**src/rtl/multicycle_ctrl_pkg.sv**
```systemverilog
// Shared encodings for the RV32I multi-cycle sequencer: FSM states, opcodes,
// and the datapath mux / ALU select codes.
package multicycle_ctrl_pkg;

  typedef enum logic [3:0] {
    S_FETCH  = 4'd0,
    S_DECODE = 4'd1,
    S_MEMADR = 4'd2,
    S_MEMRD  = 4'd3,
    S_MEMWB  = 4'd4,
    S_MEMWR  = 4'd5,
    S_EXEC_R = 4'd6,
    S_EXEC_I = 4'd7,
    S_ALUWB  = 4'd8,
    S_BRANCH = 4'd9,
    S_JAL    = 4'd10,
    S_TRAP   = 4'd11
  } state_t;

  localparam logic [6:0] OP_LOAD   = 7'b0000011;
  localparam logic [6:0] OP_STORE  = 7'b0100011;
  localparam logic [6:0] OP_R      = 7'b0110011;
  localparam logic [6:0] OP_I      = 7'b0010011;
  localparam logic [6:0] OP_BRANCH = 7'b1100011;
  localparam logic [6:0] OP_JAL    = 7'b1101111;

  localparam logic [2:0] ALU_ADD = 3'b000;
  localparam logic [2:0] ALU_SUB = 3'b001;
  localparam logic [2:0] ALU_AND = 3'b010;
  localparam logic [2:0] ALU_OR  = 3'b011;
  localparam logic [2:0] ALU_XOR = 3'b100;
  localparam logic [2:0] ALU_SLT = 3'b101;
  localparam logic [2:0] ALU_SLL = 3'b110;
  localparam logic [2:0] ALU_SRL = 3'b111;

  localparam logic [2:0] IMM_I = 3'b000;
  localparam logic [2:0] IMM_B = 3'b001;
  localparam logic [2:0] IMM_S = 3'b010;

  localparam logic [1:0] SRCA_PC    = 2'b00;
  localparam logic [1:0] SRCA_OLDPC = 2'b01;
  localparam logic [1:0] SRCA_RS1   = 2'b10;

  localparam logic [1:0] SRCB_RS2  = 2'b00;
  localparam logic [1:0] SRCB_IMM  = 2'b01;
  localparam logic [1:0] SRCB_FOUR = 2'b10;

  localparam logic [1:0] RES_ALUOUT = 2'b00;
  localparam logic [1:0] RES_MEM    = 2'b01;
  localparam logic [1:0] RES_ALU    = 2'b10;

  function automatic logic is_mem_state(input state_t s);
    return (s == S_FETCH) || (s == S_MEMRD) || (s == S_MEMWR);
  endfunction

endpackage

```
**src/rtl/multicycle_ctrl_if.sv**
```systemverilog
// Controller-to-datapath bundle: instruction fields and flags in, mux selects,
// strobes, memory handshake and status out.
interface multicycle_ctrl_if #(
  parameter int CNT_W = 32
);
  logic [6:0]       op_i;
  logic [2:0]       funct3_i;
  logic             funct7_i;
  logic             Zero_i;
  logic             mem_ready_i;
  logic             mem_req_o;
  logic             MemWrite_o;
  logic             AdrSrc_o;
  logic             IRWrite_o;
  logic             PCWrite_o;
  logic             RegWrite_o;
  logic [1:0]       ALUSrcA_o;
  logic [1:0]       ALUSrcB_o;
  logic [2:0]       ALUControl_o;
  logic [2:0]       ImmSrc_o;
  logic [1:0]       ResultSrc_o;
  logic             illegal_o;
  logic             mem_err_o;
  logic [CNT_W-1:0] instret_o;

  modport master (
    input  op_i, funct3_i, funct7_i, Zero_i, mem_ready_i,
    output mem_req_o, MemWrite_o, AdrSrc_o, IRWrite_o, PCWrite_o, RegWrite_o,
           ALUSrcA_o, ALUSrcB_o, ALUControl_o, ImmSrc_o, ResultSrc_o,
           illegal_o, mem_err_o, instret_o
  );

  modport slave (
    output op_i, funct3_i, funct7_i, Zero_i, mem_ready_i,
    input  mem_req_o, MemWrite_o, AdrSrc_o, IRWrite_o, PCWrite_o, RegWrite_o,
           ALUSrcA_o, ALUSrcB_o, ALUControl_o, ImmSrc_o, ResultSrc_o,
           illegal_o, mem_err_o, instret_o
  );
endinterface

```
**src/rtl/multicycle_ctrl_alu_decoder.sv**
```systemverilog
// Combinational funct3/funct7 decode to ALU operation for R and I-arith formats,
// flagging combinations the datapath cannot execute (sra, sltu, R-form funct7 misuse).
module multicycle_ctrl_alu_decoder
  import multicycle_ctrl_pkg::*;
(
  input  logic [6:0] op,
  input  logic [2:0] funct3,
  input  logic       funct7,
  output logic [2:0] alu_ctrl,
  output logic       illegal
);

  logic is_r_s;

  // In I-form, instr[30] is an immediate bit except for shifts.
  always_comb begin
    is_r_s   = (op == OP_R);
    alu_ctrl = ALU_ADD;
    illegal  = 1'b0;
    case (funct3)
      3'b000: if (is_r_s && funct7) alu_ctrl = ALU_SUB; else alu_ctrl = ALU_ADD;
      3'b001: if (funct7) illegal = 1'b1; else alu_ctrl = ALU_SLL;
      3'b010: if (is_r_s && funct7) illegal = 1'b1; else alu_ctrl = ALU_SLT;
      3'b100: if (is_r_s && funct7) illegal = 1'b1; else alu_ctrl = ALU_XOR;
      3'b101: if (funct7) illegal = 1'b1; else alu_ctrl = ALU_SRL;
      3'b110: if (is_r_s && funct7) illegal = 1'b1; else alu_ctrl = ALU_OR;
      3'b111: if (is_r_s && funct7) illegal = 1'b1; else alu_ctrl = ALU_AND;
      default: illegal = 1'b1;
    endcase
  end

endmodule

```
**src/rtl/multicycle_ctrl.sv**
```systemverilog
// Multi-cycle RV32I sequencer: one datapath step per state, req/ready memory
// handshake with timeout, sticky trap flags and a retired-instruction counter.
module multicycle_ctrl
  import multicycle_ctrl_pkg::*;
#(
  parameter int CNT_W   = 32,
  parameter int TIMEOUT = 15
) (
  input  logic                clk_i,
  input  logic                rst_ni,
  multicycle_ctrl_if.master   bus
);

  localparam int WAIT_W = (TIMEOUT < 2) ? 1 : $clog2(TIMEOUT + 1);
  localparam logic [WAIT_W-1:0] WAIT_LAST = (TIMEOUT == 0) ? {WAIT_W{1'b0}} : WAIT_W'(TIMEOUT - 1);

  state_t            state_r;
  state_t            state_next_s;
  logic [WAIT_W-1:0] wait_cnt_r;
  logic              illegal_r;
  logic              mem_err_r;
  logic [CNT_W-1:0]  instret_r;

  logic       mem_req_s, mem_write_s, adr_src_s, ir_write_s, pc_write_s, reg_write_s;
  logic [1:0] alu_src_a_s, alu_src_b_s, result_src_s;
  logic [2:0] alu_control_s, imm_src_s;
  logic       retire_s, timeout_s, waiting_s;
  logic [2:0] dec_alu_s;
  logic       dec_illegal_s;

  multicycle_ctrl_alu_decoder u_alu_decoder (
    .op       (bus.op_i),
    .funct3   (bus.funct3_i),
    .funct7   (bus.funct7_i),
    .alu_ctrl (dec_alu_s),
    .illegal  (dec_illegal_s)
  );

  assign waiting_s = is_mem_state(state_r) && !bus.mem_ready_i;
  // The timeout fires on the last tolerated idle cycle so the request drops right after.
  assign timeout_s = (TIMEOUT != 0) && waiting_s && (wait_cnt_r == WAIT_LAST);

  // State register.
  always_ff @(posedge clk_i) begin
    if (!rst_ni) begin
      state_r <= S_FETCH;
    end else begin
      state_r <= state_next_s;
    end
  end

  // Next-state and per-state strobe decode.
  always_comb begin
    state_next_s  = state_r;
    mem_req_s     = 1'b0;
    mem_write_s   = 1'b0;
    adr_src_s     = 1'b0;
    ir_write_s    = 1'b0;
    pc_write_s    = 1'b0;
    reg_write_s   = 1'b0;
    alu_src_a_s   = SRCA_PC;
    alu_src_b_s   = SRCB_RS2;
    alu_control_s = ALU_ADD;
    imm_src_s     = IMM_I;
    result_src_s  = RES_ALUOUT;
    retire_s      = 1'b0;
    case (state_r)
      S_FETCH: begin
        mem_req_s    = 1'b1;
        alu_src_b_s  = SRCB_FOUR;
        result_src_s = RES_ALU;
        if (timeout_s) begin
          state_next_s = S_TRAP;
        end else if (bus.mem_ready_i) begin
          ir_write_s   = 1'b1;
          pc_write_s   = 1'b1;
          state_next_s = S_DECODE;
        end else begin
          state_next_s = S_FETCH;
        end
      end
      S_DECODE: begin
        alu_src_a_s = SRCA_OLDPC;
        alu_src_b_s = SRCB_IMM;
        imm_src_s   = IMM_B;
        case (bus.op_i)
          OP_LOAD, OP_STORE: state_next_s = S_MEMADR;
          OP_R:              state_next_s = S_EXEC_R;
          OP_I:              state_next_s = S_EXEC_I;
          OP_BRANCH:         state_next_s = S_BRANCH;
          OP_JAL:            state_next_s = S_JAL;
          default:           state_next_s = S_TRAP;
        endcase
      end
      S_MEMADR: begin
        alu_src_a_s = SRCA_RS1;
        alu_src_b_s = SRCB_IMM;
        if (bus.op_i == OP_STORE) begin
          imm_src_s    = IMM_S;
          state_next_s = S_MEMWR;
        end else begin
          imm_src_s    = IMM_I;
          state_next_s = S_MEMRD;
        end
      end
      S_MEMRD: begin
        mem_req_s = 1'b1;
        adr_src_s = 1'b1;
        if (timeout_s) state_next_s = S_TRAP;
        else if (bus.mem_ready_i) state_next_s = S_MEMWB;
        else state_next_s = S_MEMRD;
      end
      S_MEMWB: begin
        result_src_s = RES_MEM;
        reg_write_s  = 1'b1;
        retire_s     = 1'b1;
        state_next_s = S_FETCH;
      end
      S_MEMWR: begin
        mem_req_s   = 1'b1;
        mem_write_s = 1'b1;
        adr_src_s   = 1'b1;
        if (timeout_s) begin
          state_next_s = S_TRAP;
        end else if (bus.mem_ready_i) begin
          retire_s     = 1'b1;
          state_next_s = S_FETCH;
        end else begin
          state_next_s = S_MEMWR;
        end
      end
      S_EXEC_R, S_EXEC_I: begin
        alu_src_a_s   = SRCA_RS1;
        alu_src_b_s   = (state_r == S_EXEC_R) ? SRCB_RS2 : SRCB_IMM;
        alu_control_s = dec_alu_s;
        if (dec_illegal_s) state_next_s = S_TRAP;
        else state_next_s = S_ALUWB;
      end
      S_ALUWB: begin
        reg_write_s  = 1'b1;
        retire_s     = 1'b1;
        state_next_s = S_FETCH;
      end
      S_BRANCH: begin
        alu_src_a_s   = SRCA_RS1;
        alu_control_s = ALU_SUB;
        case (bus.funct3_i)
          3'b000: begin
            pc_write_s   = bus.Zero_i;
            retire_s     = 1'b1;
            state_next_s = S_FETCH;
          end
          3'b001: begin
            pc_write_s   = !bus.Zero_i;
            retire_s     = 1'b1;
            state_next_s = S_FETCH;
          end
          default: state_next_s = S_TRAP;
        endcase
      end
      S_JAL: begin
        alu_src_a_s  = SRCA_OLDPC;
        alu_src_b_s  = SRCB_FOUR;
        pc_write_s   = 1'b1;
        state_next_s = S_ALUWB;
      end
      S_TRAP:  state_next_s = S_TRAP;
      default: state_next_s = S_TRAP;
    endcase
  end

  // Wait counter, sticky flags and retired-instruction counter.
  always_ff @(posedge clk_i) begin
    if (!rst_ni) begin
      wait_cnt_r <= {WAIT_W{1'b0}};
      illegal_r  <= 1'b0;
      mem_err_r  <= 1'b0;
      instret_r  <= {CNT_W{1'b0}};
    end else begin
      if (state_next_s != state_r) wait_cnt_r <= {WAIT_W{1'b0}};
      else if ((TIMEOUT != 0) && waiting_s) wait_cnt_r <= wait_cnt_r + 1'b1;
      else wait_cnt_r <= wait_cnt_r;
      if (state_next_s == S_TRAP) illegal_r <= 1'b1;
      if (timeout_s) mem_err_r <= 1'b1;
      if (retire_s) instret_r <= instret_r + 1'b1;
    end
  end

  assign bus.mem_req_o    = mem_req_s;
  assign bus.MemWrite_o   = mem_write_s;
  assign bus.AdrSrc_o     = adr_src_s;
  assign bus.IRWrite_o    = ir_write_s;
  assign bus.PCWrite_o    = pc_write_s;
  assign bus.RegWrite_o   = reg_write_s;
  assign bus.ALUSrcA_o    = alu_src_a_s;
  assign bus.ALUSrcB_o    = alu_src_b_s;
  assign bus.ALUControl_o = alu_control_s;
  assign bus.ImmSrc_o     = imm_src_s;
  assign bus.ResultSrc_o  = result_src_s;
  assign bus.illegal_o    = illegal_r;
  assign bus.mem_err_o    = mem_err_r;
  assign bus.instret_o    = instret_r;

endmodule

```
**src/flat_wrapper.sv**
```systemverilog
// flat-port wrapper written by rule: the top's interface ports become plain ports
module multicycle_ctrl_flat import multicycle_ctrl_pkg::*;
#(
  parameter int CNT_W   = 32,
  parameter int TIMEOUT = 15
)
  (clk_i, rst_ni, bus_op_i, bus_funct3_i, bus_funct7_i, bus_Zero_i, bus_mem_ready_i, bus_mem_req_o, bus_MemWrite_o, bus_AdrSrc_o, bus_IRWrite_o, bus_PCWrite_o, bus_RegWrite_o, bus_ALUSrcA_o, bus_ALUSrcB_o, bus_ALUControl_o, bus_ImmSrc_o, bus_ResultSrc_o, bus_illegal_o, bus_mem_err_o, bus_instret_o);
  multicycle_ctrl_if #(.CNT_W(CNT_W)) bus_i ();
  input  logic clk_i;
  input  logic rst_ni;
  input wire logic [$bits(bus_i.op_i)-1:0] bus_op_i;
  input wire logic [$bits(bus_i.funct3_i)-1:0] bus_funct3_i;
  input wire logic [$bits(bus_i.funct7_i)-1:0] bus_funct7_i;
  input wire logic [$bits(bus_i.Zero_i)-1:0] bus_Zero_i;
  input wire logic [$bits(bus_i.mem_ready_i)-1:0] bus_mem_ready_i;
  output wire logic [$bits(bus_i.mem_req_o)-1:0] bus_mem_req_o;
  output wire logic [$bits(bus_i.MemWrite_o)-1:0] bus_MemWrite_o;
  output wire logic [$bits(bus_i.AdrSrc_o)-1:0] bus_AdrSrc_o;
  output wire logic [$bits(bus_i.IRWrite_o)-1:0] bus_IRWrite_o;
  output wire logic [$bits(bus_i.PCWrite_o)-1:0] bus_PCWrite_o;
  output wire logic [$bits(bus_i.RegWrite_o)-1:0] bus_RegWrite_o;
  output wire logic [$bits(bus_i.ALUSrcA_o)-1:0] bus_ALUSrcA_o;
  output wire logic [$bits(bus_i.ALUSrcB_o)-1:0] bus_ALUSrcB_o;
  output wire logic [$bits(bus_i.ALUControl_o)-1:0] bus_ALUControl_o;
  output wire logic [$bits(bus_i.ImmSrc_o)-1:0] bus_ImmSrc_o;
  output wire logic [$bits(bus_i.ResultSrc_o)-1:0] bus_ResultSrc_o;
  output wire logic [$bits(bus_i.illegal_o)-1:0] bus_illegal_o;
  output wire logic [$bits(bus_i.mem_err_o)-1:0] bus_mem_err_o;
  output wire logic [$bits(bus_i.instret_o)-1:0] bus_instret_o;
  assign bus_i.op_i = bus_op_i;
  assign bus_i.funct3_i = bus_funct3_i;
  assign bus_i.funct7_i = bus_funct7_i;
  assign bus_i.Zero_i = bus_Zero_i;
  assign bus_i.mem_ready_i = bus_mem_ready_i;
  assign bus_mem_req_o = bus_i.mem_req_o;
  assign bus_MemWrite_o = bus_i.MemWrite_o;
  assign bus_AdrSrc_o = bus_i.AdrSrc_o;
  assign bus_IRWrite_o = bus_i.IRWrite_o;
  assign bus_PCWrite_o = bus_i.PCWrite_o;
  assign bus_RegWrite_o = bus_i.RegWrite_o;
  assign bus_ALUSrcA_o = bus_i.ALUSrcA_o;
  assign bus_ALUSrcB_o = bus_i.ALUSrcB_o;
  assign bus_ALUControl_o = bus_i.ALUControl_o;
  assign bus_ImmSrc_o = bus_i.ImmSrc_o;
  assign bus_ResultSrc_o = bus_i.ResultSrc_o;
  assign bus_illegal_o = bus_i.illegal_o;
  assign bus_mem_err_o = bus_i.mem_err_o;
  assign bus_instret_o = bus_i.instret_o;
  multicycle_ctrl #(.CNT_W(CNT_W), .TIMEOUT(TIMEOUT)) u_core (.clk_i(clk_i), .rst_ni(rst_ni), .bus(bus_i));
endmodule
```
**config.mk**
```make
export PLATFORM = sky130hd
export DESIGN_NAME = multicycle_ctrl_flat
export DESIGN_NICKNAME = d
export VERILOG_FILES = /design/src/rtl/multicycle_ctrl_pkg.sv /design/src/rtl/multicycle_ctrl_if.sv /design/src/rtl/multicycle_ctrl_alu_decoder.sv /design/src/rtl/multicycle_ctrl.sv /design/src/flat_wrapper.sv
export SDC_FILE = /design/constraint.sdc
export NUM_CORES = 1
export LEC_CHECK = 0
export BUFFER_PORTS_ARGS = -buffer_cell sky130_fd_sc_hd__buf_2
export CAP_MARGIN = 10
export CELL_PAD_IN_SITES_DETAIL_PLACEMENT = 0
export CELL_PAD_IN_SITES_GLOBAL_PLACEMENT = 1
export CORE_ASPECT_RATIO = 0.5
export CORE_UTILIZATION = 35
export DETAILED_ROUTE_END_ITERATION = 10
export HOLD_SLACK_MARGIN = 0.05
export PLACE_DENSITY_LB_ADDON = 0.3
export SETUP_SLACK_MARGIN = 0.1
export SYNTH_ARGS = -nofsm -noshare
export SYNTH_HDL_FRONTEND = slang
export SYNTH_SLANG_ARGS = --single-unit
```
**constraint.sdc**
```tcl
create_clock -name clk_i -period 2.9 [get_ports clk_i]
set_input_delay 0 -clock clk_i [delete_from_list [all_inputs] [get_ports clk_i]]
set_output_delay 0 -clock clk_i [all_outputs]
set_load 0.05 [all_outputs]
```
## After elaboration in Yosys (flattened, before gate mapping)

Cells that the tools add are included.

- Output and inout bits: 52
- ROM bits: 0
- RAM bits: 0
- Logic and storage cells: 95
- Memories kept: 0
- Register bits after elaboration: 42
- Input bits: 15
- Bits in latches: 0

- Divide/modulo/power cells: 0
- Bitwise gates (word level): 1
- Equal/unequal tests: 25
- $mul: 0
- Shift operators: 0
- $lt $le $gt $ge: 0
- Mux-type cells: 40
- Add/subtract/negate cells: 2
- Reductions and logical operators: 22

Operators by type and width:

| kind | number |
|---|---|
| $pmux W4 S9 | 1 |
| $add A32 B1 Y32 const B | 1 |
| $mux W3 | 7 |
| $pmux W3 S7 | 1 |
| $eq A4 B4 Y1 const B | 5 |
| $pmux W4 S5 | 1 |
| $reduce_or A2 Y1 | 10 |
| $eq A4 B3 Y1 const B | 4 |
| $mux W4 | 4 |
| $eq A7 B6 Y1 const B | 2 |
| $eq A7 B7 Y1 const B | 2 |
| $mux W1 | 13 |
| $eq A3 B3 Y1 const B | 4 |
| $pmux W3 S2 | 2 |
| $pmux W1 S3 | 3 |
| $eq A4 B2 Y1 const B | 2 |
| $mux W2 | 4 |
| $pmux W2 S2 | 2 |
| $reduce_or A4 Y1 | 2 |
| $eq A7 B2 Y1 const B | 1 |
| $eq A7 B5 Y1 const B | 1 |
| $pmux W2 S3 | 1 |
| $add A4 B1 Y4 const B | 1 |
| $eq A4 B1 Y1 const B | 1 |
| 11 further kinds | 15 |

## Longest topological paths before layout

- Word-level depth: 9
- Gate-level depth with buffers: 8
- Mapped depth without buffers: 8

## Modules after synthesis

A second synthesis with hierarchy kept.

- Cells, all modules: 309
- Area total of the unflattened synthesis: 2,713.9 um^2

Modules (own cells, without submodules):

| module | sequential area each (um^2) | cells an instance | times used | area an instance (um^2) |
|---|---|---|---|---|
| multicycle_ctrl | 840.8 | 294 | 1 | 2,591.2 |
| multicycle_ctrl_alu_decoder | 0.0 | 15 | 1 | 122.6 |

## Worst setup path before layout

OpenSTA, ideal clock, no wires.

- Kind: reg2reg
- Start: register u_core.state_r[3]
- End: register u_core.wait_cnt_r[0]
- Path buffers: 1
- Data arrival time: 2.570 ns
- Path slack: 0.200 ns
- Cell stages (with the launch flop): 8
- Period minus slack after synthesis: 2.700 ns
- Data required time: 2.770 ns
- Library setup time: 0.130 ns
- Cells stage by stage: dfxtp_1 -> clkbuf_1 -> or2_2 -> nor3_1 -> and2_1 -> nor2_1 -> mux2i_1 -> nor3_1

- Word-level cells in the longest chain between the ends: 9
- Elaborated cells on any way between the ends: 23
- Those cells by class: eq/ne: 11; mux: 4; reduce/logical: 8

RTL lines:

| item | RTL line | source |
|---|---|---|
| start: declaration | multicycle_ctrl.sv:17 | `state_t state_r;` |
| start signal: assignment | multicycle_ctrl.sv:48 | `state_r <= state_next_s;` |
| $eq A4 B2 Y1 or $logic_not A4 Y1 (tied branches) | multicycle_ctrl_pkg.sv:53, multicycle_ctrl.sv:67 |  |
| $logic_or A1 B1 Y1 (2 in a row) | multicycle_ctrl_pkg.sv:53 | `return (s == S_FETCH) \|\| (s == S_MEMRD) \|\| (s == S_MEMWR);` |
| $logic_and A1 B1 Y1 | multicycle_ctrl.sv:39 | `assign waiting_s = is_mem_state(state_r) && !bus.mem_ready_i;` |
| $logic_and A1 B1 Y1 | multicycle_ctrl.sv:41 | `assign timeout_s = (TIMEOUT != 0) && waiting_s && (wait_cnt_r == WAIT_LAST);` |
| $mux W4 (on tied branches) | multicycle_ctrl.sv:123, multicycle_ctrl.sv:72, multicycle_ctrl.sv:109 |  |
| $pmux W4 S9 | multicycle_ctrl.sv:67 | `case (state_r)` |
| $ne A4 B4 Y1 | multicycle_ctrl.sv:180 | `if (state_next_s != state_r) wait_cnt_r <= {WAIT_W{1'b0}};` |
| $reduce_or A2 Y1 (no line) | - |  |
| end signal: assignment | multicycle_ctrl.sv:180 |  |
| end signal: assignment | multicycle_ctrl.sv:181 | `else if ((TIMEOUT != 0) && waiting_s) wait_cnt_r <= wait_cnt_r + 1'b1;` |
| end signal: assignment | multicycle_ctrl.sv:182 | `else wait_cnt_r <= wait_cnt_r;` |
| end: declaration | multicycle_ctrl.sv:19 | `logic [WAIT_W-1:0] wait_cnt_r;` |

Parallel ways exist; a longest one is shown, timed or not.
A chain may end at the register's enable or synchronous reset.

## Final worst setup path

Same ends and word-level chain as after synthesis.

==> results.toml <==
[global_route]
grt_overflow = 0
antenna_found_initial = 0
grt_pass1_vias = 2315
grt.total_usage_pct = 17.11
grt_pass1_wl_mm = 11.06
grt_max_degree = 40

[routing]
drc_errors = 8
viasPerCell = 5.107
dr.pass1.iters = 9
wl_per_cell_um = 13.68
dr_total_vias = 2441
ant_nets = 0
routed_wirelength_mm = 6.539
drtIter0Drc = 95

[synthesis]
ys_seq_area_share_pct = 31.65
syn_avg_cell_area_um2 = 8.173
synth_area_um2 = 2656
async_reset_ff_share_pct = 0
synth_edf_count = 0
yosys_warnings = 0
synth_cell_types = 59
yosys_most_used_dff = "dfxtp_1"
synthCells = 325
syn_nets = 343
synth-seq-cells = 42

[timing]
fin_setup_tns_ns = 0
tightest_slew_ns = 0.7400
setup_viol = 0
post-route-min-period_ns = 2.476
hold_violations = 0
clock_skew_ns = 0.008822
whs_ns = 0.2492
fmax_mhz = 404.0
rsz0062_at_grt = "false"
fin_crit_sh_pct = 85.36
slew_viol_final = 0
fin_ws_ns = 0.4245
slew-limit-headroom_pct = 50.29

[critical_path]
crit_path_end_kind = "flip-flop"
arrival_ns = 2.63
path_max_fanout = 14
reg2reg_depth = 8
criticalPathCategory = "flip-flop to flip-flop"
crit_required_ns = 3.06
cp-start-kind = "flip-flop"

[clocking]
htreeDepth = 2
cts_setup_buffers = 0
clk_pin_slew_ns = 0.06
tritoncts = "built"
cts.sinks = 42
cts_hold_buf = 0
root_buffer = "clkbuf_16"
numCtsBuffers = 5
cts_resized = 0
clk_latency_ns = 0.28
cts_buffer_depth = 2

[cells_and_area]
syn_to_final_growth_pct = 20.82
final_common_cell = "buf_2"
stdcell_count = 478
nets = 399
antennaDiodeCount = 0
drive_gt1_share_pct = 23.30
mostFrequentLayoutCells = "buf_2 (65), dfxtp_1 (42), and2_1 (34)"

[floorplan]
std_cell_rows = 22
die-area_um2 = 7963
die_w_um = 125.2
die_h_um = 63.60
start_util_pct = 36.14
ioPinCount = 67
core-area_um2 = 7350

[min_path]
hold_depth = 3
hp-class = "input port to flip-flop"

[placed_design]
place_ws_ns = 0.4274
gp_congestion = 0.8992
hpwlAfterDp_mm = 4.801
port_buffers = 65
dp_cells = 470

[power]
p_leak_uw = 0.001358
power_density_nw_per_um2 = 577.0
ir_drop_mv = 0.2575

[outcome]
run_status = "finished, violations left"
violations = "design-rule violations"

[job]
cap_violations = 0
[kinds of logic after synthesis]
group	count (synthesis)	synth area share [%]
AND/OR/NAND/NOR	168	36.65
XOR/XNOR	38	12.53
flip-flops	42	31.65
adder cells (fa/ha/maj)	4	1.790
other	1	0.1412
multiplexers	6	2.355
buffers and inverters	31	5.135
AO/OA/AOI/OAI	35	9.751
[flip-flops by register name (all words and copies together) (netlist names)]
signal,cells
u_core.bus.instret_o,32
u_core.state_r,4
u_core.wait_cnt_r,4
u_core.bus.illegal_o,1
u_core.bus.mem_err_o,1
[power breakdown]
| group | total [uW] | switching [uW] | internal (uW) |
|---|---|---|---|
| clock | 644 | 236 | 408 |
| combinational | 595 | 416 | 179 |
| sequential | 613 | 20.5 | 593 |
| total | 1850 | 672 | 1180 |
[critical path, cell delays in order, from the launching register on]
cell and delay [ns]:
dfxtp_1 0.43, buf_4 0.22, or4bb_1 0.58, nor2b_1 0.15, a221oi_1 0.07, buf_4 0.15
o21ai_1 0.21, mux2i_1 0.43, nor3_1 0.11
[routing by layer]
metal	global-route usage, %	part of all wire (%)	vias to the layer above
met3	3.483	5.9	4
met2	28.14	45	77
met4	5.335	0.61	0
met5	0	0	-
met1	22.56	49	1123
li1	-	-	1237
[through the flow]
stage | util [%] | instance area [um2] | total power, uW
6_report | 43.67 | 3209 | 1852
5_1_grt | 43.67 | 3209 | 1950
4_1_cts | 43.67 | 3209 | 1873
3_5_place_dp | 41.37 | 3040 | 1223
3_3_place_gp | 41.37 | 3040 | 1215
2_1_floorplan | - | 2656 | 1086
[Yosys cell counts, types with 3 or more instances]
cell | count | area share (%)
buf_2 | 7 | 1.3
a21oi_1 | 11 | 2.1
mux2i_1 | 4 | 1.5
nor4b_1 | 3 | 0.99
or2_2 | 4 | 0.94
xnor2_1 | 31 | 10
and2_1 | 34 | 8.0
clkbuf_1 | 10 | 1.4
nand3_1 | 22 | 4.1
nand4_1 | 11 | 2.6
nand2b_1 | 4 | 0.94
xor2_1 | 7 | 2.3
o21ai_0 | 4 | 0.75
dfxtp_1 | 42 | 32
nor2b_1 | 14 | 3.3
ha_1 | 3 | 1.4
nand2_1 | 11 | 1.6
and3_1 | 9 | 2.1
nor2_1 | 22 | 3.1
nor3_1 | 15 | 2.8
inv_1 | 10 | 1.4
[path summary, 6_finish.rpt]
check	startpoint	endpoint	slack, ns
setup / recovery	u_core.state_r[3]$_SDFF_PN0_	u_core.wait_cnt_r[0]$_SDFFE_PP0P_	0.42
hold reg to reg	u_core.bus.illegal_o$_SDFFE_PN0N_	u_core.bus.illegal_o$_SDFFE_PN0N_	0.46
hold / removal	rst_ni	u_core.bus.illegal_o$_SDFFE_PN0N_	0.25
setup reg to reg	u_core.state_r[3]$_SDFF_PN0_	u_core.wait_cnt_r[0]$_SDFFE_PP0P_	0.42
[layout make-up]
cell class              instances  area (um2)
clock buffers                   5       125.1
clock inverters                 3       43.79
fillers                       742        4140
inverters                      10       37.54
multi-input cells             252        1679
flip-flops and latches         42       840.8
well taps                      96       120.1
repair buffers                 70       362.8
(Power assumes the default switching activity.)
